===== src/rtl/ram_sp_sync.sv =====
// ram_sp_sync: flip-flop single-port RAM with a registered, read-first output
// and an asynchronous clear of the whole array.
module ram_sp_sync #(
    parameter int ADDR_WIDTH = 2,
    parameter int DATA_WIDTH = 8
) (
    input  logic                  clk,
    input  logic                  rst_n,
    input  logic [ADDR_WIDTH-1:0] address,
    input  logic [DATA_WIDTH-1:0] data_in,
    input  logic                  write_enable,
    output logic [DATA_WIDTH-1:0] data_out
);
    localparam int DEPTH = 2 ** ADDR_WIDTH;

    logic [DATA_WIDTH-1:0] mem_q [DEPTH];
    logic [DATA_WIDTH-1:0] mem_d [DEPTH];
    logic [DATA_WIDTH-1:0] data_out_q, data_out_d;

    // Read samples the pre-write contents, so a same-address write returns old data
    always_comb begin
        for (int i = 0; i < DEPTH; i++)
            mem_d[i] = (write_enable && address == ADDR_WIDTH'(i)) ? data_in : mem_q[i];
        data_out_d = mem_q[address];
    end

    always_ff @(posedge clk or negedge rst_n) begin
        if (!rst_n) begin
            for (int i = 0; i < DEPTH; i++)
                mem_q[i] <= '0;
            data_out_q <= '0;
        end else begin
            for (int i = 0; i < DEPTH; i++)
                mem_q[i] <= mem_d[i];
            data_out_q <= data_out_d;
        end
    end

    assign data_out = data_out_q;
endmodule


===== config.mk =====
export PLATFORM = sky130hd
export DESIGN_NAME = ram_sp_sync
export DESIGN_NICKNAME = d
export VERILOG_FILES = /design/src/rtl/ram_sp_sync.sv
export SDC_FILE = /design/constraint.sdc
export NUM_CORES = 1
export LEC_CHECK = 0
export BUFFER_PORTS_ARGS = -buffer_cell sky130_fd_sc_hd__buf_4
export CAP_MARGIN = 25
export CORE_MARGIN = 10
export CORE_UTILIZATION = 55
export DETAILED_ROUTE_END_ITERATION = 12
export PLACE_DENSITY_LB_ADDON = 0.2
export RECOVER_POWER = 25
export SLEW_MARGIN = 20
export SYNTH_ARGS = -nofsm -noshare
export SYNTH_HDL_FRONTEND = slang
export SYNTH_SLANG_ARGS = --single-unit
export TNS_END_PERCENT = 30

===== constraint.sdc =====
create_clock -name clk -period 1.1 [get_ports clk]
set_input_delay 0 -clock clk [delete_from_list [all_inputs] [get_ports clk]]
set_output_delay 0 -clock clk [all_outputs]
set_load 0.03 [all_outputs]

==> out/results.ini <==
[clocking]
cts-root-to-sink-buffers = 2
numCtsBuffers = 5
cts_repair_resize_count = 0
cts_hold_buffers = 10
htree_levels = 2
clk_pin_slew_ns = 0.10
tritoncts_clock_tree = yes
clock_sinks = 40
post-cts-setup-buffers = 0
cts.root.buffer_cell = clkbuf_4
clk_latency_ns = 0.33

[hold_path]
whs_path_depth = 2
min_to = data_out[3]$_DFF_PN0_
hold_path.class = primary input to flip-flop
min_from = address[1]

[place]
dp.final_hpwl_mm = 1.94
dp_worst_setup_slack_ns = 0.0180
place.port_buffers = 20
gpl.final_weighted_congestion = 0.793

[yosys]
synth_ff_type = dfrtp_1
yosys-mux-area-fraction = 0.339
syn-mean-instance-area_um2 = 18.9
netlist.top_cell.by_area = dfrtp_1
synth_cell_types = 8
yosys.area_share.simple = 0.0315
synth-edff-count = 0
async_flop_share = 1.00
ys_seq_elements = 40
synth.yosys.seq_area_share = 0.615
synth.net_count = 99
synth-warning-count = 0
area_share_of_fa_ha_maj_cells_after_synthesis = 0
syn-cell-area_um2 = 1630
synthesis.instances = 86
synthMostInstantiatedCell = dfrtp_1
synth-compound-area-share = 0
synth_top_family_by_area = multiplexers
synthTopCellsByCount = dfrtp_1 (40), mux2_2 (32), mux4_2 (5), mux4_1 (3)
post_synth_main_area_contributors = dfrtp_1 (62%), mux2_2 (22%), mux4_2 (6.9%)
synth_xor_xnor_area_share = 0
post-synth-top-area-fraction = 0.615

[route]
initialDrtViolationCount = 24
route.detailed.vias_per_inst = 5.51
first_pass_iters = 4
post-route-drc-count = 0
detail-route-antenna-nets = 0
route.detailed.wl_per_inst_um = 17.5
postRouteWirelength_mm = 2.77
routed-via-count = 870

[sta]
clock.fmax_mhz = 981
worst_margin_slew_ns = 0.832
final.setup_skew_ns = 0.00146
finalHoldViolCount = 0
whs_ns = 0.00206
grt_setup_unrepaired = false
finalCriticalPeriod_ns = 1.02
postLayoutSetupSlackWorst_ns = 0.0804
final.setup.tns_ns = 0
setup_violations = 0
post-route-period-util = 0.927
slew_violations = 0
timing.slew.headroom = 0.445

[outcome]
status = finished, final reports clean

[power]
power.density_cell_area_nw_per_um2 = 1700
worst_ir_drop_vdd_mv = 1.19
leakage_nw = 0.887

[setup_path]
worst-r2r-setup-slack_ns = 0.08
worst_r2r_endpoint = data_out[7]$_DFF_PN0_
critPathMaxStageDelay_ns = 0.50
worst_ep_arrival_time_ns = 1.22
regToRegStartpoint = mem_q[15]$_DFFE_PN0P_
cp_num_buf_inv = 0
crit_path_top_delay_cell = mux4_1
ordered_cell_list_for_the_critical_path = mux4_1
crit_family = multiplexers
critical_path.endpoint_type = flip-flop
criticalPathCategory = flip-flop to flip-flop
worstPathRequired_ns = 1.30
worst_r2r_path_depth = 1
critPathMaxFanout = 2
cp-start-kind = flip-flop

[die]
fp-row-count = 19
core_area_um2 = 2780
die-width_um = 74.4
die_area_um2 = 5530
floorplan.initialDensity = 0.585
top_level_ports = 21
die_h_um = 74.4

[global_routing]
track_usage = 0.110
grt_max_degree = 41
via_count_of_the_first_global_routing_pass = 956
global_route_wire_length_before_repair_mm = 4.68
antenna_violations_before_repair = 0
grt_remaining_overflow = 0

[final_layout]
insertedDiodeCount = 0
area_growth_syn_to_layout_pct = 22.2
drive_gt1_frac = 0.567
nNetsFinal = 139

[run]
cap_viol_max_count = 0

[worst max-delay path by stage]
| stage | slack, ns | startpoint | endpoint | cells after the start |
|---|---|---|---|---|
| after floorplan | 0.14 | mem_q[18]$_DFFE_PN0P_ | data_out[2]$_DFF_PN0_ | 1 |
| after global placement | 0.05 | address[0] | mem_q[29]$_DFFE_PN0P_ | 4 |
| after detailed placement | 0.02 | address[0] | mem_q[27]$_DFFE_PN0P_ | 4 |
| after CTS | 0.08 | mem_q[19]$_DFFE_PN0P_ | data_out[3]$_DFF_PN0_ | 1 |
| after global routing | 0.04 | mem_q[27]$_DFFE_PN0P_ | data_out[3]$_DFF_PN0_ | 1 |
| final | 0.08 | mem_q[15]$_DFFE_PN0P_ | data_out[7]$_DFF_PN0_ | 1 |
[flip-flops by register name (all words and copies together) (netlist names)]
register and count:
mem_q 32, data_out 8
[per-stage QoR]
stage          cell area [um2]  utilization  instances  power (W)
6_report                  1990        0.714        158    0.00338
3_5_place_dp              1830        0.658        140    0.00267
2_1_floorplan             1630            -         86    0.00238
4_1_cts                   1990        0.715        158    0.00342
3_3_place_gp              1830        0.658        140    0.00263
5_1_grt                   1990        0.714        158    0.00357
[layout by cell type (no fill, tap or decap), types with 2 or more instances in the layout]
cell and instances:
buf_4 24, clkbuf_1 2, clkbuf_4 5, dfrtp_1 40, dlygate4sd3_1 10, mux2_2 32
mux4_1 3, mux4_2 5, nand3b_2 2
[power breakdown]
part           switching [W]  internal [W]
logic               0.000336      0.000427
clock network       0.000418      0.000316
registers           0.000126       0.00176
total               0.000880       0.00250
[kinds of logic after synthesis]
family | after synthesis
buffers and inverters | 2
DFF | 40
muxes | 40
and+or+nand+nor | 4
[metal layers]
metal / track usage / vias up / part of all wire
met5: 0 / - / 0
met4: 0.0244 / 0 / 0.0036
met3: 0.0492 / 2 / 0.057
met2: 0.183 / 16 / 0.52
met1: 0.128 / 446 / 0.42
li1: - / 406 / -
[area by class of cell]
type                       count  area, um2
sequential                    40       1000
timing repair buffer          35        285
multi-input combinational     44        603
clock buffer                   8       58.8
fill                         187        795
tap                           31       38.8
Note: power is estimated with default switching activity, not from simulation.
